## src/rtl/fde_pkg.sv

```systemverilog
// Shared definitions for the FDE write-back capture block.
// Default widths, shadow size and the log record layout.
package fde_pkg;

    localparam int ADDR_W   = 4;
    localparam int DATA_W   = 8;
    localparam int NUM_REGS = 2 ** ADDR_W;

    typedef struct packed {
        logic [ADDR_W-1:0] add;
        logic [DATA_W-1:0] data;
    } log_rec_t;

    function automatic log_rec_t make_rec(
        input logic [ADDR_W-1:0] add,
        input logic [DATA_W-1:0] data
    );
        log_rec_t r;
        r.add  = add;
        r.data = data;
        return r;
    endfunction

endpackage

```

## src/rtl/wb_log_fifo.sv

```systemverilog
// Synchronous log FIFO with extra-MSB pointers, live count and
// a sticky overflow flag for records dropped while full.
module wb_log_fifo #(
    parameter int W     = 12,
    parameter int DEPTH = 4,
    localparam int AW   = $clog2(DEPTH),
    localparam int PW   = AW + 1
) (
    input  logic          clk,
    input  logic          rst_n,
    input  logic          push,
    input  logic [W-1:0]  push_rec,
    input  logic          pop_ready,
    output logic          valid,
    output logic [W-1:0]  head,
    output logic [PW-1:0] count,
    output logic          overflow
);

    localparam logic [PW-1:0] ONE      = PW'(1);
    localparam logic [PW-1:0] FULL_CNT = PW'(DEPTH);

    logic [W-1:0]  mem [DEPTH];
    logic [PW-1:0] wr_ptr;
    logic [PW-1:0] rd_ptr;
    logic          full;
    logic          do_pop;
    logic          do_push;
    logic          drop;

    always_comb begin
        count   = wr_ptr - rd_ptr;
        valid   = (wr_ptr != rd_ptr);
        full    = (count == FULL_CNT);
        do_pop  = valid & pop_ready;
        // A pop on the same edge frees the slot the push needs.
        do_push = push & (~full | do_pop);
        drop    = push & full & ~do_pop;
        head    = valid ? mem[rd_ptr[AW-1:0]] : '0;
    end

    always_ff @(posedge clk or negedge rst_n) begin
        if (!rst_n) begin
            wr_ptr   <= '0;
            rd_ptr   <= '0;
            overflow <= 1'b0;
            for (int i = 0; i < DEPTH; i++) begin
                mem[i] <= '0;
            end
        end else begin
            if (do_push) begin
                mem[wr_ptr[AW-1:0]] <= push_rec;
                wr_ptr              <= wr_ptr + ONE;
            end
            if (do_pop) begin
                rd_ptr <= rd_ptr + ONE;
            end
            if (drop) begin
                overflow <= 1'b1;
            end
        end
    end

endmodule

```

## src/rtl/wb_capture.sv

```systemverilog
// Write-back receiver: shadow register file plus a drainable write log.
// Optional WB_DIFF_FILTER_EN logs only writes that change the shadow.
module wb_capture #(
    parameter int ADDR_W    = fde_pkg::ADDR_W,
    parameter int DATA_W    = fde_pkg::DATA_W,
    parameter int LOG_DEPTH = 4,
    localparam int CW       = $clog2(LOG_DEPTH) + 1
) (
    input  logic              i_clk,
    input  logic              i_reset,
    input  logic              i_stop,
    input  logic              i_wr_en,
    input  logic [ADDR_W-1:0] i_write_add,
    input  logic [DATA_W-1:0] i_write_data,
    input  logic [ADDR_W-1:0] i_rd_add,
    output logic [DATA_W-1:0] o_rd_data,
    output logic              o_log_valid,
    output logic [ADDR_W-1:0] o_log_add,
    output logic [DATA_W-1:0] o_log_data,
    input  logic              i_log_ready,
    output logic [CW-1:0]     o_log_count,
    output logic              o_overflow
);

    localparam int NREGS = 2 ** ADDR_W;
    localparam int RW    = ADDR_W + DATA_W;

    logic [DATA_W-1:0] shadow [NREGS];
    logic              accept;
    logic              push;
    logic [RW-1:0]     head;

    always_comb begin
        accept = i_wr_en & ~i_stop;
`ifdef WB_DIFF_FILTER_EN
        push   = accept & (shadow[i_write_add] != i_write_data);
`else
        push   = accept;
`endif
    end

    // Read samples the pre-edge array, so same-cycle writes show next cycle.
    always_ff @(posedge i_clk or negedge i_reset) begin
        if (!i_reset) begin
            o_rd_data <= '0;
            for (int i = 0; i < NREGS; i++) begin
                shadow[i] <= '0;
            end
        end else begin
            o_rd_data <= shadow[i_rd_add];
            if (accept) begin
                shadow[i_write_add] <= i_write_data;
            end
        end
    end

    wb_log_fifo #(
        .W     (RW),
        .DEPTH (LOG_DEPTH)
    ) u_log (
        .clk       (i_clk),
        .rst_n     (i_reset),
        .push      (push),
        .push_rec  ({i_write_add, i_write_data}),
        .pop_ready (i_log_ready),
        .valid     (o_log_valid),
        .head      (head),
        .count     (o_log_count),
        .overflow  (o_overflow)
    );

    assign o_log_add  = head[RW-1:DATA_W];
    assign o_log_data = head[DATA_W-1:0];

endmodule

```

## config.mk

```make
export PLATFORM = sky130hd
export DESIGN_NAME = wb_capture
export DESIGN_NICKNAME = d
export VERILOG_FILES = /design/src/rtl/fde_pkg.sv /design/src/rtl/wb_log_fifo.sv /design/src/rtl/wb_capture.sv
export SDC_FILE = /design/constraint.sdc
export NUM_CORES = 1
export LEC_CHECK = 0
export CORE_MARGIN = 10
export CORE_UTILIZATION = 55
export CTS_CLUSTER_SIZE = 10
export DETAILED_ROUTE_END_ITERATION = 7
export DONT_BUFFER_PORTS = 1
export GPL_TIMING_DRIVEN = 0
export PLACE_DENSITY = 0.7
export SLEW_MARGIN = 20
export SYNTH_ARGS = -nofsm -noshare
export SYNTH_HDL_FRONTEND = slang
export SYNTH_SLANG_ARGS = --single-unit
export TNS_END_PERCENT = 5
```

## constraint.sdc

```tcl
create_clock -name i_clk -period 6.75 [get_ports i_clk]
set_input_delay 0.675 -clock i_clk [delete_from_list [all_inputs] [get_ports i_clk]]
set_output_delay 0.675 -clock i_clk [all_outputs]
set_load 0.01 [all_outputs]
```

# Word level (Yosys, flattened, before mapping)
# Index checks and enable logic that the tools add are counted.
op_classes:
  n_addsub: 3
  order_cmp: 6
  eq_ne: 2
  mux: 13
  n_bitwise: 13
  reduce_logical: 2
op_table:
  columns: ["op", "n"]
  rows:
  - ["$bwmux 128", 1]
  - ["$bwmux 48", 1]
  - ["$mux 12", 4]
  - ["$bmux 8 s4", 1]
  - ["$demux 8 s4", 1]
  - ["$bmux 12 s2", 1]
  - ["$demux 12 s2", 1]
  - ["$mux 8", 3]
  - ["$ge 5x5->1 const B", 2]
  - ["$not 4->5", 2]
  - ["$add 3x1->3 const B", 2]
  - ["$ge 3x3->1 const B", 2]
  - ["$not 2->3", 2]
  - ["$and 1x1->1", 5]
  - ["$lt 5x1->1 const B", 1]
  - ["$eq 3x3->1 const B", 1]
  - ["$lt 3x1->1 const B", 1]
  - ["$ne 3x3->1", 1]
  - ["$not 1->1", 3]
  - ["$sub 3x3->3", 1]
  - ["$logic_and 1x1->1", 2]
  - ["$or 1x1->1", 1]
word_totals:
  ff_bits: 191
  output_inout_bits: 25

# Longest topological paths before layout
# Gate-level depths: netlist (run 1).
depth:
  word_depth: 6
  mapped_depth: 8
  mapped_depth_nobuf: 7

# Hierarchy
# A second synthesis (run 1) with hierarchy kept.
unflattened:
  hier_cells: 543
  hier_area_um2: 8762.2
modules_own_cells:
  columns: ["module", "instances", "cells_each", "area_per_inst_um2", "seq_area_each_um2"]
  rows:
  - ["wb_capture", 1, 372, 6112.1, 3403.3]
  - ["wb_log_fifo", 1, 171, 2650.0, 1376.3]

# Worst setup path after synthesis (run 1)
# OpenSTA, ideal clock, no wires.
synth_timing:
  path_type: "register -> register"
  start: "reg u_log.rd_ptr[0]"
  end: "reg u_log.mem[10] (netlist bit)"
  setup_time_ns: 0.125
  arrival_ns: 2.497
  slack_ns: 4.129
  path_stages_with_launch: 8
  path_buffers: 1
  synth_period_minus_slack_ns: 2.621
  path_cell_list: "dfrtp_1 ha_1 fa_1 and3_1 and3_1 nor3_1 clkbuf_8 mux2_2"
synth_between:
  elab_chain_len: 5
  word_cells_on_any_way: 7
  cone_classes: "add/sub (1); eq/ne (2); bitwise (4)"
synth_rtl:
  columns: ["element", "line", "rtl"]
  rows:
  - ["from (decl)", "wb_log_fifo.sv:25", "logic [PW-1:0] rd_ptr;"]
  - ["from (signal assigned)", "wb_log_fifo.sv:56", "rd_ptr <= rd_ptr + ONE;"]
  - ["$sub 3x3->3", "wb_log_fifo.sv:32", "count = wr_ptr - rd_ptr;"]
  - ["$eq 3x3->1", "wb_log_fifo.sv:34", "full = (count == FULL_CNT);"]
  - ["$not 1->1", "wb_log_fifo.sv:37", "do_push = push & (~full | do_pop);"]
  - ["$or 1x1->1 *", "wb_log_fifo.sv:37", null]
  - ["$and 1x1->1 *", "wb_log_fifo.sv:37", null]
  - ["to (signal, indexed assignment)", "wb_log_fifo.sv:52", "mem[wr_ptr[AW-1:0]] <= push_rec;"]
  - ["to (decl)", "wb_log_fifo.sv:23", "logic [W-1:0] mem [DEPTH];"]
# Every way passes the cells marked *; elsewhere a longest branch is shown, timed or not.
# A chain may end at the register's enable or synchronous reset.

# Worst setup path in the final report (run 1)
layout_timing:
  start: "reg u_log.rd_ptr[1]"
  end: "out o_log_data[1]"
layout_between:
  word_cells_on_any_way: 6
  cone_classes: "eq/ne (1); mux (4); bitwise (1)"
layout_lines:
  columns: ["element", "line", "rtl"]
  rows:
  - ["$ne 3x3->1", "wb_log_fifo.sv:33", "valid = (wr_ptr != rd_ptr);"]
  - ["via o_log_valid", "wb_capture.sv:17", "output logic o_log_valid,"]
  - ["$mux 12", "wb_log_fifo.sv:39", "head = valid ? mem[rd_ptr[AW-1:0]] : '0;"]
  - ["to (decl)", "wb_capture.sv:19", "output logic [DATA_W-1:0] o_log_data,"]
# The timed path passes the listed nets, and every way through them passes these cells. The select of a mux whose other input is x is not followed.

==> results.md, run 1 <==
* Maximum clock path buffer count at 2
* Post-CTS setup buffer count at 0
* Min-Delay Path Class: primary input to async pin
* Leak Pwr at 4.20 nW
* Gp weighted congestion at 0.787
* Layout cell share with drive strength beyond 1 at 45.9%
* Max FO, Critical Path at 10
* Post-synthesis sequential area ratio at 55.2%
* Drt drc at 0
* Worst Setup Slack, final at 3.05 ns
* Min cycle time layout at 3.70 ns
* # rows at 45
* Synth-to-layout area growth at 10.8%
* Distinct cells, synth at 30
* CP most frequent cell: clkbuf_1
* Crit path capture type: output pin
* Num CTS Buffers at 17
* Core area at 15300 um^2
* Worst reg-to-reg path cell count at 7
* Initial antenna violation count at 0
* Worst slew margin at 34.7%
* Crit path launch type: register
* Multi-input logic area at 3690 um^2
* Final wirelength at 18900 um
* Die H at 145 um
* First-pass GRT wire length at 30300 um
* Status: completed
* Reg-to-reg startpoint: u_log.rd_ptr[1]
* Dpl cells at 768
* Synth Area per Inst at 15.6 um^2
* CP Capture Point: o_log_data[1]
* CTS root buffer: clkbuf_16
* DRT iter0 DRCs at 295
* Crit-path cells: clkbuf_1, inv_1, ha_1, nand3_1, clkbuf_1, and2_1
* Reg-to-reg endpoint: u_log.mem[6]
* H-tree levels at 4
* Worst setup startpoint: u_log.rd_ptr[1]
* Pin count of the biggest net entering global routing at 192
* CTS sink count at 191
* Mean routed wirelength per cell at 23.6 um
* Setup violators final at 0
* Final hold vios at 0
* Overall Power at 3.77 mW
* Cells after Synth at 556
* Filler instances at 1150
* Crit path kind: register to output pin
* Clock skew at 0.00652 ns
* First-pass DRT Iterations at 4
* Via count at 4825
* CP delay by family, top: buffers and inverters
* VDD IR-drop max at 0.000289 V
* DP Area at 8940 um^2
* Die area at 21200 um^2
* M1 GR Usage at 23.8%
* Ant diodes at 0
* Met3 usage at 5.25%
* Critical path's slowest cell: clkbuf_1
* Non-Filler Instances at 801
* RSZ-0062 raised after global routing: false
* Register bit count reported by yosys at 191
* Vias in the first global route at 5225
* CTS tree: yes
* WP data required at 6.07 ns
* Detailed placement HPWL at 12500 um
* Met2 usage at 30.1%
* Post-synth net total at 585
* Io pins at 46
* Slew @ Worst Pin at 0.980 ns
* Worst-Skew Late Latency at 0.43 ns
* Storage element area at 4780 um^2
* Setup slack, reg-to-reg at 3.40 ns
* Worst Path Buf+Inv at 3
* Grt ovf at 0
* CTS Hold Buffers Added at 1
* Global-route usage over all layers at 18.4%
* Crit share post-route at 54.8%
* Routed vias/inst at 6.02
* Maximum clock rate at 270 MHz
* CP max stage delay at 0.59 ns
* PortBufs at 0
* Nets at 606
* Clock slew at reported path FFs at 0.07 ns
* Busiest grt layer: met2
* Post-route setup TNS at 0 ns
* YS warnings at 0
* Power per cell area at 393 nW/um^2
* Setup slack at placement at 3.40 ns
* Fin. max-slew vios at 0
* Die width at 145 um
* Fin area at 9590 um^2
* Initial Utilization at 56.5%
* ANT nets after route at 0
* Worst path depth at 6
* Max-cap violations at 0
* Area of the mapped netlist at 8660 um^2
* CP arrival at 3.02 ns
* Cts repair resizes at 0
## cells by family (layout without fill, tap and decap cells)
| logic type | Yosys count | count (layout) | synth area share [%] |
|---|---|---|---|
| AOI/OAI and AO/OA | 18 | 18 | 1.56 |
| xor gates and xnor gates | 6 | 6 | 0.810 |
| adders and majority gates | 8 | 8 | 1.24 |
| buffers and inverters | 45 | 79 | 2.28 |
| DFF | 191 | 191 | 55.2 |
| muxes | 222 | 222 | 34.6 |
| and+or+nand+nor | 66 | 66 | 4.28 |
## layout by cell type, fill, tap and decap left out, types with 2 or more instances in the layout
master      Yosys  final
ha_1            7      7
buf_1           2      2
nand2_1        24     24
clkbuf_1       27     27
nor3_1          6      6
inv_1           6      6
clkbuf_8        1      4
a22oi_1        16     16
nor2_1          3      3
nor3b_2         2      2
bufinv_16       0      3
clkbuf_16       0     17
nor2b_1         6      6
nand3_1         3      3
nor4_4          1      2
clkinvlp_4      0      6
and2_1         13     13
buf_4           3      3
xnor2_1         4      4
nor3b_1         2      2
mux2_2        178    178
mux4_2         44     44
inv_6           0      2
and3_1          3      3
dfrtp_1       191    191
buf_2           6      6
## synthesized netlist by cell type (all sizes together)
| cell type | n | area [um^2] |
|---|---|---|
| dfrtp | 191 | 4780 |
| mux2 | 178 | 2000 |
| mux4 | 44 | 991 |
| clkbuf | 28 | 115 |
| nand2 | 24 | 90.1 |
| a22oi | 16 | 120 |
| and2 | 13 | 81.3 |
| buf | 11 | 60.1 |
| ha | 7 | 87.6 |
| inv | 6 | 22.5 |
| nor2b | 6 | 37.5 |
| nor3 | 6 | 30.0 |
| nor3b | 4 | 40.0 |
| xnor2 | 4 | 35.0 |
| and3 | 3 | 18.8 |
| nand3 | 3 | 15.0 |
| nor2 | 3 | 11.3 |
| nor4 | 2 | 33.8 |
| a21oi | 1 | 5.00 |
| a41o | 1 | 10.0 |
| fa | 1 | 20.0 |
| nand2b | 1 | 6.26 |
| nand4 | 1 | 6.26 |
| xnor3 | 1 | 26.3 |
| xor2 | 1 | 8.76 |
## worst register-to-register path, stage by stage, from the launching register on
cell and delay (ns):
dfrtp_1 0.56, clkbuf_1 0.60, inv_1 0.11, ha_1 0.36, and3_1 0.20, nor3_1 0.69
clkbuf_8 0.35, mux2_2 0.35
## sequential cells by signal (all words and copies together) (netlist names)
name	cells
u_log.wr_ptr	3
u_log.rd_ptr	3
u_log.mem	48
shadow	128
u_log.overflow	1
o_rd_data	8
## per-stage QoR
step	hold slack, ns	utilization (%)
6_report	0.239	62.6
4_1_cts	0.360	62.6
5_1_grt	0.370	62.6
3_5_place_dp	0.389	58.4
3_3_place_gp	0.390	58.2
2_1_floorplan	0.379	-
## cell type report
class	instances	share of cell area (%)
timing repair buffer	2	0.404
clock inverter	12	1.64
clock buffer	20	4.87
buffer	39	1.83
tap	211	2.75
inverter	6	0.235
sequential	191	49.8
multi-input combinational	320	38.4
## routing by layer
layer | wire (um) | part of all wire (%)
met4 | 222 | 1.2
met5 | 0 | 0
met2 | 9550 | 51
met3 | 919 | 4.9
met1 | 8190 | 43
## power by group
part | switching [mW] | internal [mW]
sequential | 0.190 | 1.47
combinational | 0.480 | 0.573
clock | 0.439 | 0.614
## how the worst min path moves through the flow
stage | from | end | slack, ns | depth (start not counted)
6_report | i_reset | o_rd_data[7] | 0.24 | 1
5_1_grt | i_reset | shadow[116] | 0.37 | 1
4_1_cts | i_reset | shadow[84] | 0.36 | 1
3_5_place_dp | i_reset | shadow[124] | 0.39 | 0
3_3_place_gp | i_reset | o_rd_data[7] | 0.39 | 0
2_1_floorplan | i_reset | o_rd_data[0] | 0.38 | 0
Power figures use the tool's default switching activity.
==> inputs of run 2 (changes only) <==
Settings changed: PLACE_DENSITY 0.7 to 0.73.
Clock period 6.75 ns to 3.1 ns, I/O delays scaled along.
==> run 2 against run 1 <==
Critical path type is now register to register. Power rose by 120%. Clock power rose by 110%. Sequential power rose by 120%. Utilization fell by 0.22 points. Register-to-register slack got worse by 3.3 ns. Non-clock buffer count fell by 2. Wire length fell by 3.4%. Highest routed layer unchanged. Clock skew barely moved. The run now ends with negative hold slack left. First-iteration DRC count fell by 0.34%. Sequential share of layout area rose by 0.18 points. Flip-flop and latch count did not move. Clock-buffer cell count rose by 1.
==> results.md, run 2 (same netlist as run 1, synthesis figures left out) <==
* Non-Filler Instances at 799
* Crit share post-route at 95.5%
* WP data required at 3.41 ns
* Core area at 15300 um^2
* CTS tree: yes
* First-pass DRT Iterations at 4
* Pin count of the biggest net entering global routing at 192
* Initial Utilization at 56.5%
* Biggest regs: shadow: 128 flops, u_log.mem: 48 flops, o_rd_data: 8 flops
* Max FO, Critical Path at 10
* Register with the most flip-flops: shadow
* Vias in the first global route at 5275
* Mean routed wirelength per cell at 22.8 um
* Clock skew at 0.00699 ns
* Clock slew at reported path FFs at 0.07 ns
* Final wirelength at 18200 um
* # rows at 45
* Crit path capture type: register
* Most frequent cells in the layout: 191 x dfrtp_1, 178 x mux2_2, 44 x mux4_2
* Num CTS Buffers at 17
* Crit path kind: register to register
* Routed vias/inst at 5.94
* Min-Delay Path Class: primary input to async pin
* Post-route setup TNS at 0 ns
* Hold Slack at -0.426 ns
* Gp weighted congestion at 0.764
* CTS sink count at 191
* Status: complete, but fails checks
* CP most frequent cell: and3_1
* PortBufs at 0
* Synth-to-layout area growth at 10.4%
* Crit path launch type: register
* Max-cap violations at 0
* CP max stage delay at 0.50 ns
* VDD IR-drop max at 0.000662 V
* Min cycle time layout at 2.96 ns
* CTS root buffer: clkbuf_16
* Worst slew margin at 42.2%
* Critical path's slowest cell: dfrtp_1
* RSZ-0062 raised after global routing: false
* Layout cell share with drive strength beyond 1 at 46.4%
* Final hold vios at 191
* Io pins at 46
* Maximum clock path buffer count at 2
* Commonest non-fill, non-tap cell in the layout: dfrtp_1
* Dpl cells at 767
* Worst-Skew Late Latency at 0.43 ns
* Ant diodes at 0
* H-tree levels at 4
* Setup violators final at 0
* Initial antenna violation count at 0
* First-pass GRT wire length at 29500 um
* Slew @ Worst Pin at 0.861 ns
* Die area at 21200 um^2
* Detailed placement HPWL at 12600 um
* Die width at 145 um
* CP delay by family, top: simple AND/OR/NAND/NOR gates
* ANT nets after route at 0
* Max FFs per register at 128
* CP arrival at 3.27 ns
* Crit-path cells: ha_1, fa_1, and3_1, and3_1, nor3_2, clkbuf_8, mux2_2
* Via count at 4745
* Die H at 145 um
* Worst Path Buf+Inv at 1
* Maximum clock rate at 338 MHz
* Drt drc at 0
* Global-route usage over all layers at 17.8%
* DRT iter0 DRCs at 294
* Power per cell area at 850 nW/um^2
* Leak Pwr at 4.21 nW
* Nets at 604
* Grt ovf at 0
* Fin. max-slew vios at 0
* Failing checks: negative hold slack
[run 2: cell types whose count changed in the layout (fill, tap and decap cells not counted)]
| cell | previous run | this run |
|---|---|---|
| buf_16 | 1 | 0 |
| buf_6 | 1 | 0 |
| clkbuf_1 | 27 | 25 |
| clkbuf_2 | 0 | 2 |
| clkbuf_8 | 4 | 5 |
| clkinv_2 | 1 | 6 |
| clkinv_4 | 0 | 1 |
| clkinvlp_4 | 6 | 1 |
| inv_6 | 2 | 0 |
| nor3_1 | 6 | 4 |
| nor3_2 | 0 | 2 |
[run 2: repair_timing]
action                                 4_1_cts  5_1_grt
endpoints found under the hold margin      191      191
setup endpoints to repair                   18       12
resized for setup                            2        3
setup buffers                                0        0
[run 2: final cells by class]
type	instances	area, um^2
plain buffers	39	178
fillers	1172	5760
clock inverters	11	136
inverters	6	22.5
flip-flops and latches	191	4780
well taps	211	264
multi-input cells	320	3700
clock buffers	21	480
[run 2: path summary, 6_finish.rpt]
path,start,end,slack [ns],depth (start not counted)
max,u_log.rd_ptr[0],u_log.mem[3],0.14,7
min,i_reset,shadow[120],-0.43,0
max in group asynchronous,i_reset,u_log.wr_ptr[1],3.03,0
min reg2reg,shadow[69],shadow[69],0.50,1
max reg2reg,u_log.rd_ptr[0],u_log.mem[3],0.14,7
min in group i_clk,i_log_ready,u_log.rd_ptr[2],0.05,2
[run 2: through the flow]
step	worst slack, ns	util (%)	hold slack [ns]	area [um^2]	total power [mW]
floorplan	0.479	-	0.0144	8660	5.39
global placement	-0.167	58.2	0.0219	8920	5.78
detailed placement	-0.224	58.3	0.0214	8930	5.94
CTS	0.0100	62.4	-0.441	9550	8.21
global route	0.0100	62.4	-0.442	9560	8.57
finish	0.139	62.4	-0.426	9560	8.12
[run 2: power breakdown]
part | internal [mW] | total (mW) | switching, mW | leakage [nW]
Clock | 1.35 | 2.25 | 0.901 | 0.308
Sequential | 3.21 | 3.62 | 0.414 | 2.40
Combinational | 1.25 | 2.25 | 1.00 | 1.51
[run 2: per-layer routing]
metal,part of all wire [%],vias to the layer above,global-route usage (%)
li1,-,2076,-
met1,43,2571,21.8
met2,51,71,30.3
met3,3.6,27,4.19
met4,1.7,0,6.02
met5,0,-,0
[run 2: worst register-to-register path, cell delays in order (launching register included)]
cell      delay [ns]
dfrtp_1         0.50
ha_1            0.28
fa_1            0.49
and3_1          0.22
and3_1          0.26
nor3_2          0.45
clkbuf_8        0.30
mux2_2          0.35
==> RTL change, RTL diff (settings of run 1) <==
Build with the macro `WB_DIFF_FILTER_EN` defined.
--- a/src/rtl/wb_capture.sv
+++ b/src/rtl/wb_capture.sv
@@ -1,4 +1,6 @@
 // Write-back receiver: shadow register file plus a drainable write log.
 // Optional WB_DIFF_FILTER_EN logs only writes that change the shadow.
+`define WB_DIFF_FILTER_EN
+
 module wb_capture #(
     parameter int ADDR_W    = fde_pkg::ADDR_W,
Formal check against the unedited RTL: not equivalent (a bounded check fails within 4 cycles, from zero or initial values and one cycle with i_reset low).
==> RTL change against run 1 <==
  * Clock skew grew 0.0011 ns
  * Cell area increased by 12%
  * Worst hold slack improved by 0.0011 ns
  * Fmax is 2.5% lower
  * Global-route usage rose by 2.8 points
  * Worst setup slack got worse by 0.094 ns
  * Synthesized cell count is 18% higher
  * Routed wire length rose by 30%
  * Area after synthesis increased by 13%
  * Non-clock buffer count rose by 12
  * Sequential cell count stayed put
  * Total power is 4.0% higher
  * Largest power group unchanged
==> RTL change: results (changes against run 1) <==
- Top cells by area, synth: dfrtp_1 49%, mux2_2 23%, mux4_2 15%
- Net Count, Synth: 684 (+17%)
- Syn. warnings: 0 (unchanged)
- PortBufs: 0 (unchanged)
- Measured slew at the worst slew-check pin: 1.017 ns (+0.03742 ns)
- Leakage: 4.619 nW (+10%)
- Worst r2r path cells: 10 (+3)
- First-pass DRT Iterations: 5 (+1)
- CP arrival: 4.11 ns (+1.09 ns)
- Outcome: finished clean
- Via count: 6005 (+24%)
- Post-synth top cells: 196 x mux2_2, 191 x dfrtp_1, 64 x mux4_2
- WL per Instance: 26.82 microns (+14%)
- Post-detail-place hpwl: 17.15 mm (+37%)
- Routability congestion estimate: 0.9727 (+24%)
- Maximum vdd drop: 0.2075 mV (-28%)
- Antenna violations before repair: 0 (unchanged)
- Crit path to: u_log.mem[9]
- Reg2reg setup slack: 2.96 ns (-0.44 ns)
- Share of cells above drive strength 1: 46.02% (+0.088 points)
- Sequential element share of the synthesized area: 48.74% (-6.5 points)
- Nets@finish: 707 (+17%)
- Vias in the first global route: 6463 (+24%)
- Synth unique cells: 37 (+23%)
- First-pass GRT wire length: 38.74 mm (+28%)
- Skew final: 0.007608 ns (+0.001088 ns)
- GRT Total Usage: 21.22% (+2.8 points)
- Cell Int Power: 0.002722 W (+2.3%)
- Initial drt markers: 628 (+110%)
## RTL change: cell type report
type / count / area [sq um] / share of cell area [%]
Tap cell: 225 / 281.5 / 2.612
Buffer: 49 / 239.0 / 2.217
Clock inverter: 11 / 153.9 / 1.428
Sequential cell: 191 / 4780 / 44.34
Inverter: 9 / 33.78 / 0.3134
Multi-Input combinational cell: 406 / 4783 / 44.38
Timing Repair Buffer: 4 / 47.55 / 0.4411
Clock buffer: 21 / 460.4 / 4.272
## RTL change: routing by layer
metal / vias up / global-route usage [%] / wire length (microns)
met5: - / 0 / 0
met2: 224 / 32.99 / 11970
met1: 3236 / 28.38 / 10330
li1: 2518 / - / -
met4: 0 / 6.028 / 408
met3: 27 / 6.192 / 1864
## RTL change: worst min-delay path by stage
stage,start,to,slack [ns],cells after the start
2_1_floorplan,i_reset,o_rd_data[0],0.38,0
3_3_place_gp,i_reset,o_rd_data[2],0.39,0
3_5_place_dp,i_reset,o_rd_data[2],0.39,0
4_1_cts,i_reset,o_rd_data[2],0.37,1
5_1_grt,i_reset,shadow[58],0.37,1
6_report,i_reset,o_rd_data[2],0.24,1
## RTL change: timing repair
action,CTS,global route
hold buffers,1,0
hold endpoints to repair,191,0
gates resized for setup,0,0
buffers inserted,0,0
## RTL change: kinds of logic after synthesis
logic type,Yosys count,share of synthesized area (%)
AOI/OAI and AO/OA,30,2.233
xor gates and xnor gates,18,1.608
adders and majority gates,8,1.097
buffers and inverters,58,2.743
DFF,191,48.74
muxes,287,39.96
and+or+nand+nor,63,3.611
## RTL change: stage by stage
stage	utilization (%)	cell area, sq um	std cells	hold slack, ns	setup WS (ns)
global placement	57.92	10090	880	0.3891	2.803
floorplan	-	9806	655	0.3794	3.528
detailed placement	58.18	10130	883	0.3877	2.747
CTS	61.87	10780	916	0.3661	2.974
finish	61.89	10780	916	0.2399	2.956
global route	61.89	10780	916	0.3693	2.677
## RTL change: power groups by stage
stage          sequential [W]  clock, W  combinational (W)
2_1_floorplan         0.00164         0           0.000933
3_3_place_gp          0.00170         0            0.00110
3_5_place_dp          0.00173         0            0.00114
4_1_cts               0.00171   0.00107            0.00117
5_1_grt               0.00176   0.00112            0.00125
6_report              0.00172   0.00105            0.00115
## RTL change: critical path: stages (launching register included)
cell	delay, ns
dfrtp_1	0.59
clkbuf_1	0.56
inv_1	0.10
ha_1	0.32
nand3_1	0.20
nand2_1	0.15
nand4_1	0.16
nand2_1	0.15
a211oi_1	0.74
buf_4	0.34
mux2_2	0.35
